$ cat config.mk
export PLATFORM = sky130hd
export DESIGN_NAME = hamm_secded_decoder_flat
export DESIGN_NICKNAME = d
export VERILOG_FILES = /design/src/rtl/hamm_secded_decoder_if.sv /design/src/rtl/hamm_secded_decoder.sv /design/src/flat_wrapper.sv
export SDC_FILE = /design/constraint.sdc
export NUM_CORES = 1
export LEC_CHECK = 0
export BUFFER_PORTS_ARGS = -buffer_cell sky130_fd_sc_hd__buf_2
export CAP_MARGIN = 30
export CORE_MARGIN = 4
export CORE_UTILIZATION = 53
export DETAILED_ROUTE_END_ITERATION = 8
export PLACE_DENSITY = 0.78
export SYNTH_ARGS = -nofsm -noshare
export SYNTH_HDL_FRONTEND = slang
export SYNTH_SLANG_ARGS = --single-unit
$ cat constraint.sdc
create_clock -name clk -period 5.4 [get_ports clk]
set_clock_uncertainty 0.1 [all_clocks]
set_input_delay 0.54 -clock clk [delete_from_list [all_inputs] [get_ports clk]]
set_output_delay 0.54 -clock clk [all_outputs]
set_load 0.03 [all_outputs]
$ cat src/rtl/hamm_secded_decoder_if.sv
// Stream and status bundle for the extended-Hamming SECDED decoder.
// slave is the decoder's view; master is the source/sink side.
interface hamm_secded_decoder_if #(
    parameter int DATA_W = 4,
    parameter int CNT_W  = 16
);
    localparam int N = (DATA_W == 4)  ? 8  :
                       (DATA_W == 11) ? 16 :
                       (DATA_W == 26) ? 32 :
                       (DATA_W == 57) ? 64 : 8;
    localparam int R = $clog2(N);

    logic              in_valid;
    logic              in_ready;
    logic [N-1:0]      code_in;
    logic              correct_en;
    logic              out_valid;
    logic              out_ready;
    logic [DATA_W-1:0] out_data;
    logic              out_corr;
    logic              out_uncorr;
    logic [R-1:0]      out_errpos;
    logic              clr_cnt;
    logic [CNT_W-1:0]  corr_cnt;
    logic [CNT_W-1:0]  uncorr_cnt;

    modport slave (
        input  in_valid, code_in, correct_en, out_ready, clr_cnt,
        output in_ready, out_valid, out_data, out_corr, out_uncorr, out_errpos,
               corr_cnt, uncorr_cnt
    );

    modport master (
        output in_valid, code_in, correct_en, out_ready, clr_cnt,
        input  in_ready, out_valid, out_data, out_corr, out_uncorr, out_errpos,
               corr_cnt, uncorr_cnt
    );
endinterface

$ cat src/rtl/hamm_secded_decoder.sv
// Extended-Hamming SECDED decoder: stage 1 captures codeword and syndrome,
// stage 2 classifies, optionally corrects and extracts data; saturating error counters.
module hamm_secded_decoder #(
    parameter int DATA_W = 4,
    parameter int CNT_W  = 16
) (
    input  logic                  clk,
    input  logic                  reset,
    hamm_secded_decoder_if.slave  bus
);
    localparam bit LEGAL = (DATA_W == 4) || (DATA_W == 11) ||
                           (DATA_W == 26) || (DATA_W == 57);
    localparam int N = (DATA_W == 4)  ? 8  :
                       (DATA_W == 11) ? 16 :
                       (DATA_W == 26) ? 32 :
                       (DATA_W == 57) ? 64 : 8;
    localparam int R = $clog2(N);

    if (!LEGAL) begin : g_bad_data_w
        $error("hamm_secded_decoder: DATA_W must be 4, 11, 26 or 57");
    end

    // Positions whose index has bit b set feed syndrome bit b.
    function automatic logic [N-1:0] syn_mask(input int b);
        logic [N-1:0] m;
        m = '0;
        for (int i = 1; i < N; i++) m[i] = ((i >> b) & 1) == 1;
        return m;
    endfunction

    // k-th non-power-of-two position at or above 3 carries data bit k.
    function automatic int data_pos(input int k);
        int cnt;
        int pos;
        cnt = 0;
        pos = 0;
        for (int i = 3; i < N; i++) begin
            if ((i & (i - 1)) != 0) begin
                if (cnt == k) pos = i;
                cnt++;
            end
        end
        return pos;
    endfunction

    logic              s1_valid_q, s1_valid_d;
    logic [N-1:0]      s1_code_q, s1_code_d;
    logic [R-1:0]      s1_syn_q, s1_syn_d;
    logic              s1_par_q, s1_par_d;
    logic              s1_cen_q, s1_cen_d;

    logic              out_valid_q, out_valid_d;
    logic [DATA_W-1:0] out_data_q, out_data_d;
    logic              out_corr_q, out_corr_d;
    logic              out_uncorr_q, out_uncorr_d;
    logic [R-1:0]      out_errpos_q, out_errpos_d;

    logic [CNT_W-1:0]  corr_cnt_q, corr_cnt_d;
    logic [CNT_W-1:0]  uncorr_cnt_q, uncorr_cnt_d;

    logic [R-1:0]      syn_in;
    logic [N-1:0]      fixed;
    logic [DATA_W-1:0] data_ext;
    logic              s2_load;
    logic              in_ready;
    logic              deliver;

    for (genvar b = 0; b < R; b++) begin : g_syn
        assign syn_in[b] = ^(bus.code_in & syn_mask(b));
    end

    for (genvar k = 0; k < DATA_W; k++) begin : g_ext
        assign data_ext[k] = fixed[data_pos(k)];
    end

    // Syndrome 0 with odd parity flips only the overall parity bit, leaving data intact.
    always_comb begin
        fixed = s1_code_q;
        if (s1_par_q && s1_cen_q) fixed[s1_syn_q] = ~s1_code_q[s1_syn_q];
    end

    assign s2_load  = !out_valid_q || bus.out_ready;
    assign in_ready = !s1_valid_q || s2_load;
    assign deliver  = out_valid_q && bus.out_ready;

    always_comb begin
        s1_valid_d = s1_valid_q;
        s1_code_d  = s1_code_q;
        s1_syn_d   = s1_syn_q;
        s1_par_d   = s1_par_q;
        s1_cen_d   = s1_cen_q;
        if (in_ready) begin
            s1_valid_d = bus.in_valid;
            if (bus.in_valid) begin
                s1_code_d = bus.code_in;
                s1_syn_d  = syn_in;
                s1_par_d  = ^bus.code_in;
                s1_cen_d  = bus.correct_en;
            end
        end
    end

    always_comb begin
        out_valid_d  = out_valid_q;
        out_data_d   = out_data_q;
        out_corr_d   = out_corr_q;
        out_uncorr_d = out_uncorr_q;
        out_errpos_d = out_errpos_q;
        if (s2_load) begin
            out_valid_d = s1_valid_q;
            if (s1_valid_q) begin
                out_data_d   = data_ext;
                out_corr_d   = s1_par_q;
                out_uncorr_d = !s1_par_q && (s1_syn_q != '0);
                out_errpos_d = s1_syn_q;
            end
        end
    end

    always_comb begin
        corr_cnt_d   = corr_cnt_q;
        uncorr_cnt_d = uncorr_cnt_q;
        if (bus.clr_cnt) begin
            corr_cnt_d   = '0;
            uncorr_cnt_d = '0;
        end else if (deliver) begin
            if (out_corr_q && (corr_cnt_q != {CNT_W{1'b1}}))
                corr_cnt_d = corr_cnt_q + 1'b1;
            if (out_uncorr_q && (uncorr_cnt_q != {CNT_W{1'b1}}))
                uncorr_cnt_d = uncorr_cnt_q + 1'b1;
        end
    end

    always_ff @(posedge clk or negedge reset) begin
        if (!reset) begin
            s1_valid_q   <= 1'b0;
            s1_code_q    <= '0;
            s1_syn_q     <= '0;
            s1_par_q     <= 1'b0;
            s1_cen_q     <= 1'b0;
            out_valid_q  <= 1'b0;
            out_data_q   <= '0;
            out_corr_q   <= 1'b0;
            out_uncorr_q <= 1'b0;
            out_errpos_q <= '0;
            corr_cnt_q   <= '0;
            uncorr_cnt_q <= '0;
        end else begin
            s1_valid_q   <= s1_valid_d;
            s1_code_q    <= s1_code_d;
            s1_syn_q     <= s1_syn_d;
            s1_par_q     <= s1_par_d;
            s1_cen_q     <= s1_cen_d;
            out_valid_q  <= out_valid_d;
            out_data_q   <= out_data_d;
            out_corr_q   <= out_corr_d;
            out_uncorr_q <= out_uncorr_d;
            out_errpos_q <= out_errpos_d;
            corr_cnt_q   <= corr_cnt_d;
            uncorr_cnt_q <= uncorr_cnt_d;
        end
    end

    assign bus.in_ready   = in_ready;
    assign bus.out_valid  = out_valid_q;
    assign bus.out_data   = out_data_q;
    assign bus.out_corr   = out_corr_q;
    assign bus.out_uncorr = out_uncorr_q;
    assign bus.out_errpos = out_errpos_q;
    assign bus.corr_cnt   = corr_cnt_q;
    assign bus.uncorr_cnt = uncorr_cnt_q;
endmodule

$ cat src/flat_wrapper.sv
// flat-port wrapper written by rule: the top's interface ports become plain ports
module hamm_secded_decoder_flat 
#(
    parameter int DATA_W = 4,
    parameter int CNT_W  = 16
)
  (clk, reset, bus_in_valid, bus_code_in, bus_correct_en, bus_out_ready, bus_clr_cnt, bus_in_ready, bus_out_valid, bus_out_data, bus_out_corr, bus_out_uncorr, bus_out_errpos, bus_corr_cnt, bus_uncorr_cnt);
  hamm_secded_decoder_if #(.DATA_W(DATA_W), .CNT_W(CNT_W)) bus_i ();
  input  logic clk;
  input  logic reset;
  input wire logic [$bits(bus_i.in_valid)-1:0] bus_in_valid;
  input wire logic [$bits(bus_i.code_in)-1:0] bus_code_in;
  input wire logic [$bits(bus_i.correct_en)-1:0] bus_correct_en;
  input wire logic [$bits(bus_i.out_ready)-1:0] bus_out_ready;
  input wire logic [$bits(bus_i.clr_cnt)-1:0] bus_clr_cnt;
  output wire logic [$bits(bus_i.in_ready)-1:0] bus_in_ready;
  output wire logic [$bits(bus_i.out_valid)-1:0] bus_out_valid;
  output wire logic [$bits(bus_i.out_data)-1:0] bus_out_data;
  output wire logic [$bits(bus_i.out_corr)-1:0] bus_out_corr;
  output wire logic [$bits(bus_i.out_uncorr)-1:0] bus_out_uncorr;
  output wire logic [$bits(bus_i.out_errpos)-1:0] bus_out_errpos;
  output wire logic [$bits(bus_i.corr_cnt)-1:0] bus_corr_cnt;
  output wire logic [$bits(bus_i.uncorr_cnt)-1:0] bus_uncorr_cnt;
  assign bus_i.in_valid = bus_in_valid;
  assign bus_i.code_in = bus_code_in;
  assign bus_i.correct_en = bus_correct_en;
  assign bus_i.out_ready = bus_out_ready;
  assign bus_i.clr_cnt = bus_clr_cnt;
  assign bus_in_ready = bus_i.in_ready;
  assign bus_out_valid = bus_i.out_valid;
  assign bus_out_data = bus_i.out_data;
  assign bus_out_corr = bus_i.out_corr;
  assign bus_out_uncorr = bus_i.out_uncorr;
  assign bus_out_errpos = bus_i.out_errpos;
  assign bus_corr_cnt = bus_i.corr_cnt;
  assign bus_uncorr_cnt = bus_i.uncorr_cnt;
  hamm_secded_decoder #(.DATA_W(DATA_W), .CNT_W(CNT_W)) u_core (.clk(clk), .reset(reset), .bus(bus_i));
endmodule
# == After elaboration in Yosys (flattened, before gate mapping) ==
# Index checks and enable logic that the tools add are counted.
# Widths: inputs -> output; s select.
# word_totals
regBits,56
in_bits,14
out_inout_bits,43
wordCells,54
# op_classes
add_sub_neg,2
order_cmp,2
n_eq_ne,2
muxes,12
bitwise,1
reduce_logical,23
# ops
cell,n
$mux 16,6
$add 16x1->16 const B,2
$ne 16x16->1 const B,2
$reduce_xor 8->1,4
$bwmux 8,1
$mux 8,1
$reduce_and 2->1,4
$logic_and 1x1->1,6
$reduce_bool 2->1,3
$lt 3x4->1 const B,1
$bmux 1 s3,1
$demux 1 s3,1
$ge 3x1->1 const B,1
$logic_not 1->1,3
$reduce_bool 3->1,1
$logic_or 1x1->1,2
$mux 1,2
$not 1->1,1

# == Longest topological paths before layout ==
# depth
ltp_word,6
ltp_mapped,6
depth_no_buf,5

# == Worst setup path before layout ==
# No wires, ideal clock.
# synth_timing
kind,register -> register
start,register u_core.uncorr_cnt_q[0] (netlist: u_core.bus.uncorr_cnt[0])
end,register u_core.uncorr_cnt_q[10] (netlist: u_core.bus.uncorr_cnt[10])
setup_ps,78
arrival_ps,2015
t_required_ps,5222
slack_ps,3207
stages_incl_launch_ff,7
n_path_buf,1
synth_period_minus_slack_ps,2193
cell_sequence,dfrtp_1 -> ha_1 -> nand3_1 -> or4_1 -> clkbuf_1 -> or4_1 -> a21oi_1
# synth_via
elab_chain_cells,4
elab_cells_between_ends,8
cone_classes,1 x add/sub; 1 x eq/ne; 3 x mux; 3 x reduce/logical
# synth_rtl
item,line_no,source
start: declaration,hamm_secded_decoder.sv:59,"logic [CNT_W-1:0] uncorr_cnt_q, uncorr_cnt_d;"
start signal: assignment,hamm_secded_decoder.sv:160,uncorr_cnt_q <= uncorr_cnt_d;
$add 16x1->16 / $ne 16x16->1 (equally long branches),"hamm_secded_decoder.sv:130, hamm_secded_decoder.sv:129",
$mux 16 / $logic_and 1x1->1 (equally long branches),hamm_secded_decoder.sv:129,if (out_uncorr_q && (uncorr_cnt_q != {CNT_W{1'b1}}))
$mux 16 / $reduce_bool 2->1 (equally long branches),-,
$mux 16 / $reduce_and 2->1 (equally long branches),-,
# Parallel ways exist; a longest one is shown, timed or not. The select of a mux whose other input is x is not followed.
# A chain may end at the register's enable or synchronous reset.

# == Final worst setup path ==
# layout_timing
start,register u_core.out_valid_q (netlist: u_core.bus.out_valid)
end,register u_core.uncorr_cnt_q[11] (netlist: u_core.bus.uncorr_cnt[11])
# layout_via
elab_chain_cells,3
# layout_rtl
item,line_no,source
start: declaration,hamm_secded_decoder.sv:52,"logic out_valid_q, out_valid_d;"
start signal: assignment,hamm_secded_decoder.sv:154,out_valid_q <= out_valid_d;
$logic_and 1x1->1,hamm_secded_decoder.sv:84,assign deliver = out_valid_q && bus.out_ready;
$reduce_bool 2->1 (no line),-,
$reduce_and 2->1 (no line),-,
# Every way passes these cells.

==> flow_metrics.tcl <==
set metrics [dict create \
    status "finished clean" \
    yosysUniqueCellTypes 37 \
    antenna_left 0 \
    wl_met2_um 2780 \
    yosysSeqAreaShare_pct 47.6 \
    pin_count 57 \
    dr_wl_met3_um 329 \
    dieHeight_um 79.9 \
    synth.area.mux_share_pct 4.94 \
    drv_cap 0 \
    die-area_um2 6380 \
    drcViolationCount 0 \
    grt_overflow 0 \
    wl_um 5900 \
    io_buffers 56 \
    tns_ns 0 \
    grt_max_degree 53 \
    path_max_fanout 16 \
    first_pass_iters 4 \
    hold_violations 0 \
    period_minus_slack_ns 2.23 \
    routedLengthMet1_um 2740 \
    top_layer "met4" \
    end_kind "flip-flop" \
    fin_nets 350 \
    synth-seq-cells 52 \
    post_cts_resized 0 \
    grt_pass1_vias 2236 \
    cts.path.max_buffers 2 \
    pre_cts_ws_ns 2.97 \
    hold_path_class "in2async" \
    clk_latency_ns 0.30 \
    core-area_um2 4850 \
    gp_congestion 0.769 \
    synthCells 281 \
    via_per_inst 5.86 \
    cp-start-kind "flip-flop" \
    clk_pin_slew_ns 0.09 \
    drive_gt1_share_pct 25.4 \
    cts-root-buf "clkbuf_8" \
    setup_viol 0 \
    postCtsSetupRepairBufs 0 \
    cp.required_ns 5.53 \
    synthAdderAreaFrac_pct 0.914 \
    syn_area_per_cell_um2 9.74 \
    final_area_um2 3160 \
    power_w 0.000858 \
    die_w_um 79.9 \
    worst_slack_ns 3.17 \
    place_area_um2 3080 \
    cts_tree "done" \
    drtIter0Drc 122 \
    syn_area_um2 2740 \
    fin_crit_sh_pct 41.3 \
    cts_buffers 5 \
    synth_xor_xnor_area_share_pct 4.80 \
    max_slew_margin_pct 56.1 \
    async_flop_share_pct 100 \
    synth_top_family_by_area "simple AND/OR/NAND/NOR gates" \
    fmaxAchievable_mhz 449 \
    dr_total_vias 2351 \
    wl_per_cell_um 14.7 \
    grt_pass1_wl_um 10300 \
    std_cell_rows 25 \
    tightest_slew_ns 0.658 \
    antenna_found_initial 0 \
    area_growth_pct 15.5 \
    grtUsageTotal_pct 20.0 \
    critical_path_class "reg2reg" \
    start_util_pct 56.4 \
    layout_common_cells "56 x buf_2, 52 x dfrtp_1, 27 x a21oi_1" \
    drv_slew 0 \
    postCtsHoldBufs 0 \
    place_hpwl_um 4150 \
    arrival_ns 2.36 \
    p_per_area_nw_per_um2 272 \
    yosys_warnings 0 \
    synth_nets 297 \
    clock_sinks 52 \
    rsz0062_at_grt "no" \
    antenna_cells 0 \
    synth_ff_type "dfrtp_1" \
    synth_compound_area_share_pct 14.7 \
    synth_edf_count 0 \
    h-tree-depth 2 \
    synth-simple-area-share_pct 24.4 \
    p_leak_nw 1.30 \
    peakVddDrop_v 0.000295 \
    final_common_cell "buf_2" \
]
-- worst paths after layout --
kind                                                  end                   start  cells after the start  slack, ns
worst min-delay path            u_core.bus.uncorr_cnt[10]                   reset                      2       0.24
worst max-delay path            u_core.bus.uncorr_cnt[11]    u_core.bus.out_valid                      4       3.17
min in group clk                        u_core.s1_valid_q            bus_in_valid                      2       0.34
max in group asynchronous               u_core.s1_valid_q                   reset                      2       4.52
worst max register to register  u_core.bus.uncorr_cnt[11]    u_core.bus.out_valid                      4       3.17
worst min register to register     u_core.bus.out_data[2]  u_core.bus.out_data[2]                      2       0.38
-- metal layers --
layer | track usage, % | vias up
li1 | - | 1165
met1 | 26.2 | 1121
met2 | 33.8 | 60
met3 | 4.06 | 5
met4 | 5.24 | 0
met5 | 0 | -
-- Yosys cell counts, types with 5 or more instances --
| master | number | area, um^2 |
|---|---|---|
| inv_1 | 5 | 18.8 |
| dfrtp_1 | 52 | 1300 |
| nand3_1 | 14 | 70.1 |
| mux2_2 | 12 | 135 |
| or4_1 | 18 | 135 |
| or3_1 | 7 | 43.8 |
| nand2_1 | 24 | 90.1 |
| and4_1 | 5 | 43.8 |
| nor2_1 | 7 | 26.3 |
| nor3_1 | 10 | 50.1 |
| a21oi_1 | 27 | 135 |
| clkbuf_1 | 11 | 41.3 |
| o31ai_1 | 18 | 135 |
| o21ai_0 | 14 | 70.1 |
| xnor2_1 | 13 | 114 |
| nand4_1 | 9 | 56.3 |
-- logic make-up (layout without fill, tap and decap cells) --
family | after synthesis | after routing
AOI/OAI and AO/OA | 66 | 66
xor gates and xnor gates | 15 | 15
adders and majority gates | 2 | 2
buffers and inverters | 19 | 72
DFF | 52 | 52
muxes | 12 | 12
and+or+nand+nor | 115 | 115
-- state kept, by name (all words and copies together) (netlist names) --
register               flops
u_core.bus.out_data        4
u_core.bus.out_errpos      3
u_core.bus.out_uncorr      1
u_core.s1_code_q           4
u_core.bus.uncorr_cnt     16
u_core.s1_par_q            1
u_core.bus.corr_cnt       16
u_core.bus.out_valid       1
u_core.s1_valid_q          1
u_core.s1_syn_q            3
u_core.s1_cen_q            1
u_core.bus.out_corr        1
-- worst max-delay path, cell delays in order (launching register included) --
cell     delay (ns)
dfrtp_1        0.44
nand3_2        0.27
or4_1          0.70
or4_1          0.50
a21oi_1        0.15
-- stage by stage --
stage / hold WS (ns) / std cells / utilization [%]
after global placement: 0.359 / 393 / 63.4
final: 0.242 / 401 / 65.2
after detailed placement: 0.369 / 394 / 63.6
after global routing: 0.294 / 401 / 65.2
after CTS: 0.270 / 401 / 65.2
after floorplan: 0.144 / 281 / -
-- report_power, final --
group / internal, W / total (W) / leakage [nW] / switching [W]
clock: 0.0000885 / 0.000212 / 0.0410 / 0.000123
combinational: 0.0000655 / 0.000182 / 0.579 / 0.000117
sequential: 0.000428 / 0.000464 / 0.684 / 0.0000359
-- final cells by class --
class                           instances  area, um^2
Multi-Input combinational cell        210        1370
Sequential cell                        52        1300
Fill cell                             391        1690
Clock buffer                            6        72.6
Clock inverter                          1        5.00
Tap cell                               67        83.8
Inverter                                5        18.8
Timing Repair Buffer                   60         310
Power figures use the tool's default switching activity.
